## config.mk

```make
export PLATFORM = sky130hd
export DESIGN_NAME = cpri_txdata_pack
export DESIGN_NICKNAME = d
export VERILOG_FILES = /design/src/rtl/params_list_pkg.sv /design/src/rtl/cpri_pack_fifo.sv /design/src/rtl/cpri_txdata_pack.sv
export SDC_FILE = /design/constraint.sdc
export NUM_CORES = 2
export LEC_CHECK = 0
export ABC_AREA = 0
export BUFFER_PORTS_ARGS = -buffer_cell sky130_fd_sc_hd__buf_2
export CORE_ASPECT_RATIO = 0.8
export CORE_MARGIN = 8
export CORE_UTILIZATION = 60
export CTS_CLUSTER_DIAMETER = 30
export DETAILED_ROUTE_END_ITERATION = 10
export GPL_TIMING_DRIVEN = 0
export PLACE_DENSITY_LB_ADDON = 0.05
export SLEW_MARGIN = 20
export SYNTH_ARGS = -nofsm -noshare
export SYNTH_HDL_FRONTEND = slang
export SYNTH_SLANG_ARGS = --single-unit
```

## constraint.sdc

```tcl
create_clock -name i_clk -period 16.6 [get_ports i_clk]
set_clock_uncertainty 0.05 [all_clocks]
set_input_delay 2.49 -clock i_clk [delete_from_list [all_inputs] [get_ports i_clk]]
set_output_delay 2.49 -clock i_clk [all_outputs]
set_load 0.01 [all_outputs]
```

## src/rtl/params_list_pkg.sv

```systemverilog
// Shared constants and types for the CPRI IQ pack/unpack pair.
package params_list_pkg;

  localparam int CPRI_SEQ_MAX   = 95;
  localparam int NUM_RE_PER_SYM = 1584;
  localparam int IQ_ANT_W       = 32;

  typedef struct packed {
    logic [15:0] i;
    logic [15:0] q;
  } iq_ant_t;

  typedef enum logic [1:0] {
    IDLE = 2'd0,
    LO   = 2'd1,
    HI   = 2'd2
  } pack_state_e;

endpackage

```

## src/rtl/cpri_pack_fifo.sv

```systemverilog
// Show-ahead synchronous FIFO; head entry is always visible on o_rdata.
module cpri_pack_fifo #(
  parameter int W     = 129,
  parameter int DEPTH = 16,
  localparam int AW   = $clog2(DEPTH),
  localparam int CW   = AW + 1
) (
  input  logic          i_clk,
  input  logic          i_reset_n,
  input  logic          i_push,
  input  logic [W-1:0]  i_wdata,
  input  logic          i_pop,
  output logic [W-1:0]  o_rdata,
  output logic          o_empty,
  output logic [CW-1:0] o_count_nxt
);

  logic [W-1:0]  mem_q [DEPTH];
  logic [AW-1:0] wr_ptr_q, wr_ptr_d, rd_ptr_q, rd_ptr_d;
  logic [CW-1:0] count_q, count_d;
  logic          push_ok, pop_ok;

  always_comb begin
    push_ok  = i_push && (count_q != CW'(DEPTH));
    pop_ok   = i_pop && (count_q != '0);
    wr_ptr_d = push_ok ? wr_ptr_q + AW'(1) : wr_ptr_q;
    rd_ptr_d = pop_ok ? rd_ptr_q + AW'(1) : rd_ptr_q;
    count_d  = count_q + CW'(push_ok) - CW'(pop_ok);
  end

  always_ff @(posedge i_clk or negedge i_reset_n) begin
    if (!i_reset_n) begin
      wr_ptr_q <= '0;
      rd_ptr_q <= '0;
      count_q  <= '0;
    end else begin
      wr_ptr_q <= wr_ptr_d;
      rd_ptr_q <= rd_ptr_d;
      count_q  <= count_d;
    end
  end

  // Storage needs no reset: occupancy is tracked by count_q alone.
  always_ff @(posedge i_clk) begin
    if (push_ok) mem_q[wr_ptr_q] <= i_wdata;
  end

  assign o_rdata     = mem_q[rd_ptr_q];
  assign o_empty     = (count_q == '0);
  assign o_count_nxt = count_d;

endmodule

```

## src/rtl/cpri_txdata_pack.sv

```systemverilog
// Packs 4-antenna RE samples into pairs of 64-bit CPRI IQ words with a 0..SEQ_MAX tag.
// Optional symbol/word statistics outputs are built when CPRI_PACK_STAT_EN is defined.
module cpri_txdata_pack
  import params_list_pkg::*;
#(
  parameter int ANT        = 4,
  parameter int ADDR_WIDTH = 11,
  parameter int NUM_RE     = NUM_RE_PER_SYM,
  parameter int SEQ_MAX    = CPRI_SEQ_MAX,
  parameter int FIFO_DEPTH = 16
) (
  input  logic                       i_clk,
  input  logic                       i_reset_n,
  input  logic [ADDR_WIDTH-1:0]      i_iq_addr,
  input  logic [ANT-1:0][31:0]       i_iq_data,
  input  logic                       i_iq_vld,
  input  logic                       i_iq_last,
  output logic                       o_iq_ready,
  input  logic                       i_tx_enable,
  output logic [63:0]                o_cpri_data,
  output logic [6:0]                 o_cpri_seq,
  output logic                       o_cpri_vld,
  output logic                       o_cpri_last,
  input  logic                       i_clr_err,
  output logic                       o_ovf,
`ifdef CPRI_PACK_STAT_EN
  output logic [15:0]                o_sym_cnt,
  output logic [31:0]                o_word_cnt,
`endif
  output logic                       o_addr_err
);

  localparam int HALF = ANT * IQ_ANT_W / 2;
  localparam int EW   = 2 * HALF + 1;
  localparam int CW   = $clog2(FIFO_DEPTH) + 1;

  pack_state_e           state_q, state_d;
  logic [EW-1:0]         hold_q, hold_d, fifo_rdata;
  logic [6:0]            seq_q, seq_d;
  logic                  ready_q, ready_d, ovf_q, ovf_d, aerr_q, aerr_d;
  logic [ADDR_WIDTH-1:0] exp_addr_q, exp_addr_d;
  logic [CW-1:0]         fifo_count_nxt;
  logic                  push, pop, fifo_empty, addr_bad;
  logic                  word_vld, word_last;
  logic [HALF-1:0]       word;

  assign push = i_iq_vld && ready_q;

  cpri_pack_fifo #(.W(EW), .DEPTH(FIFO_DEPTH)) u_fifo (
    .i_clk       (i_clk),
    .i_reset_n   (i_reset_n),
    .i_push      (push),
    .i_wdata     ({i_iq_last, i_iq_data}),
    .i_pop       (pop),
    .o_rdata     (fifo_rdata),
    .o_empty     (fifo_empty),
    .o_count_nxt (fifo_count_nxt)
  );

  always_ff @(posedge i_clk or negedge i_reset_n) begin
    if (!i_reset_n) state_q <= IDLE;
    else            state_q <= state_d;
  end

  always_comb begin
    state_d = state_q;
    if (i_tx_enable) begin
      case (state_q)
        IDLE:    if (!fifo_empty) state_d = LO;
        LO:      state_d = HI;
        HI:      state_d = fifo_empty ? IDLE : LO;
        default: state_d = IDLE;
      endcase
    end
  end

  always_comb begin
    pop       = 1'b0;
    word_vld  = 1'b0;
    word_last = 1'b0;
    word      = hold_q[HALF-1:0];
    case (state_q)
      IDLE: pop = i_tx_enable && !fifo_empty;
      LO:   word_vld = i_tx_enable;
      HI: begin
        word_vld  = i_tx_enable;
        word      = hold_q[2*HALF-1:HALF];
        word_last = i_tx_enable && hold_q[2*HALF];
        pop       = i_tx_enable && !fifo_empty;
      end
      default: ;
    endcase
  end

  always_comb begin
    hold_d = pop ? fifo_rdata : hold_q;
    seq_d  = seq_q;
    // A symbol's last word restarts the tag at 0 even mid-wrap.
    if (word_vld) seq_d = (word_last || seq_q == 7'(SEQ_MAX)) ? 7'd0 : seq_q + 7'd1;
    ready_d    = (fifo_count_nxt <= CW'(FIFO_DEPTH - 2));
    addr_bad   = push && ((i_iq_addr != exp_addr_q) || (i_iq_addr >= ADDR_WIDTH'(NUM_RE)));
    exp_addr_d = exp_addr_q;
    if (push) exp_addr_d = i_iq_last ? '0 : i_iq_addr + ADDR_WIDTH'(1);
    ovf_d  = (ovf_q && !i_clr_err) || (i_iq_vld && !ready_q);
    aerr_d = (aerr_q && !i_clr_err) || addr_bad;
  end

  always_ff @(posedge i_clk or negedge i_reset_n) begin
    if (!i_reset_n) begin
      hold_q     <= '0;
      seq_q      <= '0;
      ready_q    <= 1'b0;
      ovf_q      <= 1'b0;
      aerr_q     <= 1'b0;
      exp_addr_q <= '0;
    end else begin
      hold_q     <= hold_d;
      seq_q      <= seq_d;
      ready_q    <= ready_d;
      ovf_q      <= ovf_d;
      aerr_q     <= aerr_d;
      exp_addr_q <= exp_addr_d;
    end
  end

`ifdef CPRI_PACK_STAT_EN
  logic [15:0] sym_cnt_q, sym_cnt_d;
  logic [31:0] word_cnt_q, word_cnt_d;

  always_comb begin
    sym_cnt_d  = sym_cnt_q + 16'(word_last);
    word_cnt_d = word_cnt_q + 32'(word_vld);
    if (i_clr_err) begin
      sym_cnt_d  = '0;
      word_cnt_d = '0;
    end
  end

  always_ff @(posedge i_clk or negedge i_reset_n) begin
    if (!i_reset_n) begin
      sym_cnt_q  <= '0;
      word_cnt_q <= '0;
    end else begin
      sym_cnt_q  <= sym_cnt_d;
      word_cnt_q <= word_cnt_d;
    end
  end

  assign o_sym_cnt  = sym_cnt_q;
  assign o_word_cnt = word_cnt_q;
`endif

  assign o_iq_ready  = ready_q;
  assign o_cpri_vld  = word_vld;
  assign o_cpri_data = word_vld ? word : '0;
  assign o_cpri_last = word_last;
  assign o_cpri_seq  = seq_q;
  assign o_ovf       = ovf_q;
  assign o_addr_err  = aerr_q;

endmodule
```

==> impl_metrics.py <==
metrics = {
    "synthesis": {
        "synth.yosys.seq_area_share_pct": 77.3,
        "synth-compound-area-share_pct": 3.16,
        "synthesis.instances": 4046,
        "netlist.area_leader.share_pct": 72.5,
        "post_synthesis_share_of_cell_area_spent_on_and_or_nand_and_nor_gates_pct": 1.79,
        "synth_ff_type": "edfxtp_1",
        "synth.top_cells.by_area": "edfxtp_1 72%, mux4_2 12%, dfrtp_1 4.8%",
        "synth-edff-count": 2064,
        "post_synth_fa_ha_maj_area_fraction_pct": 0.287,
        "cell_area_after_synthesis_mm2": 0.0855,
        "asyncSetResetFlopFracSynth_pct": 7.40,
        "synth_top_cell_by_area": "edfxtp_1",
        "syn_nets": 4210,
        "yosys.area_share.xor_xnor_pct": 0.297,
        "ys_ff_latch": 2229,
        "synth.distinct_cells": 51,
        "synthesis.area_per_instance_um2": 21.1,
        "yosys_warnings": 0,
        "synth.area.mux_share_pct": 15.7,
        "synth_top_family_by_area": "multiplexers",
    },
    "grt": {
        "vias_in_the_first_global_route": 45495,
        "grt_antenna_before_repair": 32,
        "first_pass_grt_wire_length_um": 334000,
        "grt_overflow_total": 0,
        "grt_max_degree": 60,
        "groute.usage.overall_pct": 30.2,
    },
    "clock_network": {
        "hold_buffers": 0,
        "clkSlewWorstSetupHoldPaths_ps": 50,
        "cts_buffer_depth": 4,
        "clock_tree.root_cell": "clkbuf_16",
        "cts_htree_levels": 5,
        "clock-sinks": 2229,
        "clk_latency_ps": 930,
        "tritoncts": "built",
        "postCtsSetupRepairBufs": 0,
        "cts_inserted_buffers": 359,
        "post_cts.resized_instances": 0,
    },
    "outcome": {
        "run_status": "completed",
    },
    "finish": {
        "finalCoreUtilization_pct": 73.3,
        "most-common-layout-cells": "2064 x edfxtp_1, 441 x mux4_2, 365 x clkbuf_16, 344 x mux2i_1, 282 x buf_2",
        "final_common_cell": "edfxtp_1",
        "nNetsFinal": 4972,
        "finalNonFillerCells": 6999,
        "layout-drive-gt1-share_pct": 31.1,
        "area_growth_pct": 21.9,
        "finish.instance_area_mm2": 0.104,
    },
    "timing": {
        "slew_headroom_pct": 15.4,
        "setup_viol": 0,
        "clock_period_minus_final_worst_setup_slack_ps": 7460,
        "slew_worst_pin_ps": 1270,
        "fmaxAchievable_mhz": 134,
        "hold_viol": 0,
        "postLayoutSetupSlackWorst_ps": 9140,
        "post-route-period-util_pct": 44.9,
        "grt_setup_unrepaired": "false",
        "timing.final.max_slew_violations": 0,
    },
    "placement": {
        "count_of_buffers_inserted_at_the_top_level_ports": 218,
        "place_hpwl_um": 154000,
        "placed_area_mm2": 0.0920,
        "globalplace.congestion": 0.816,
        "pre_cts_ws_ps": 8960,
        "dpl.cell_count": 6337,
    },
    "worst_setup_path": {
        "worst_flop_to_flop_path_startpoint": "o_iq_ready$_DFF_PN0_",
        "cp.arrival_ps": 4920,
        "cp-startpoint": "i_tx_enable",
        "crit_path_end_kind": "output port",
        "worstSetupPathType": "input pin to output port",
        "critPathRequiredTime_ps": 14060,
        "crit_path_max_fanout": 10,
        "worst_setup_path_start_kind": "input pin",
    },
    "power": {
        "maximum_vdd_drop_mv": 0.130,
        "powerDensity_mw_per_mm2": 188,
        "p_leak_nw": 35.6,
    },
    "drt": {
        "route.detailed.vias_per_inst": 6.55,
        "drcViolationCount": 0,
        "drt-initial-drc-count": 6073,
        "drt-pass1-iter-count": 6,
        "final_antenna_net_count": 0,
        "post_drt_wl_per_cell_um": 33.7,
        "num_vias": 45825,
        "detail_route.wirelength_um": 236000,
    },
    "floorplanning": {
        "die_area_mm2": 0.155,
        "num_io_pins": 221,
        "start_util_pct": 60.2,
        "placement_rows": 124,
        "die_height_um": 354,
        "floorplan.core_area_mm2": 0.142,
        "die_x_um": 438,
    },
    "min_path": {
        "min_path_type": "register to register",
        "min_from": "exp_addr_q[8]$_DFFE_PN0P_",
    },
    "job": {
        "maxCapViolations": 0,
    },
}
[layer usage]
| metal | vias up | share of wire [%] | global-route usage (%) |
|---|---|---|---|
| met5 | - | 0.011 | 0 |
| li1 | 18530 | - | - |
| met1 | 23995 | 39 | 43.0 |
| met2 | 2778 | 46 | 45.6 |
| met4 | 4 | 4.6 | 12.9 |
| met3 | 518 | 10 | 7.00 |
[sequential cells by signal, summed over array words and instances (netlist names)]
| name | cells |
|---|---|
| o_iq_ready | 1 |
| hold_q | 129 |
| u_fifo.rd_ptr_q | 4 |
| o_ovf | 1 |
| exp_addr_q | 11 |
| u_fifo.wr_ptr_q | 4 |
| state_q | 2 |
| u_fifo.mem_q | 2064 |
| u_fifo.count_q | 5 |
| o_addr_err | 1 |
| o_cpri_seq | 7 |
[synthesized netlist by cell type, types with 2 or more instances]
master     number
inv_1          19
xnor2_1        11
o21ai_0        18
and3_1          4
o22ai_1        27
clkbuf_1      108
nor4_1          2
edfxtp_1     2064
xor2_1         18
nand2b_1        6
a22o_1         32
and4_1          2
or2_2           2
a21o_1          2
ha_1           18
a221oi_1       94
mux4_2        441
a2111oi_2       2
buf_1          18
o221ai_1       73
o31ai_1         4
nand3b_1       32
buf_2          62
nand2_1       100
nor3_1          9
buf_6           6
a31oi_1         2
nor2_1        178
buf_4          47
a41oi_1         2
nand3_1         5
dfrtp_1       165
nor4b_1         2
mux2i_1       344
nand4_1         5
a21oi_1       107
[where the power goes]
part	switching [W]	total, W	leakage, nW	internal, W
combinational	0.00314	0.00516	9.21	0.00202
clock	0.00266	0.00747	5.89	0.00481
sequential	0.000341	0.00698	20.5	0.00664
[path summary, 6_finish.rpt]
check,cells past startpoint,end,slack (ps)
worst max-delay path,6,o_cpri_data[59],9140
worst min-delay path,2,exp_addr_q[8]$_DFFE_PN0P_,450
worst max register to register,10,u_fifo.mem_q[2][85]$_DFFE_PP_,12390
worst min register to register,2,exp_addr_q[8]$_DFFE_PN0P_,450
max in group asynchronous,2,hold_q[98]$_DFFE_PN0N_,14200
min in group asynchronous,1,hold_q[67]$_DFFE_PN0N_,1420
[cell type report]
type	instances	area (µm²)
flip-flops and latches	2229	66100
clock buffers	413	9440
diodes	18	45.0
multi-input cells	1555	18200
plain buffers	241	1210
well taps	1890	2360
repair buffers	401	4030
fillers	8208	37900
inverters	21	78.8
clock inverters	231	2720
[through the flow]
stage | TNS [ps] | total power (W) | hold WS [ps]
after floorplan | 0 | 0.0101 | 398
after global placement | -4006200 | 0.0121 | 423
after detailed placement | 0 | 0.0122 | 428
after CTS | 0 | 0.0196 | 452
after global routing | 0 | 0.0202 | 475
final | 0 | 0.0196 | 449
[worst max-delay path, stage by stage]
cell and delay [ps]:
buf_2 110, nand2_1 270, clkbuf_1 630, clkbuf_1 790
nor2_1 360, buf_2 250
[cell families after synthesis]
family | Yosys count
AOI/OAI and AO/OA | 370
buffers and inverters | 262
muxes | 786
xor gates and xnor gates | 29
and+or+nand+nor | 351
adders and majority gates | 19
DFF | 2229
No activity file was read; power rests on OpenSTA's default activity.
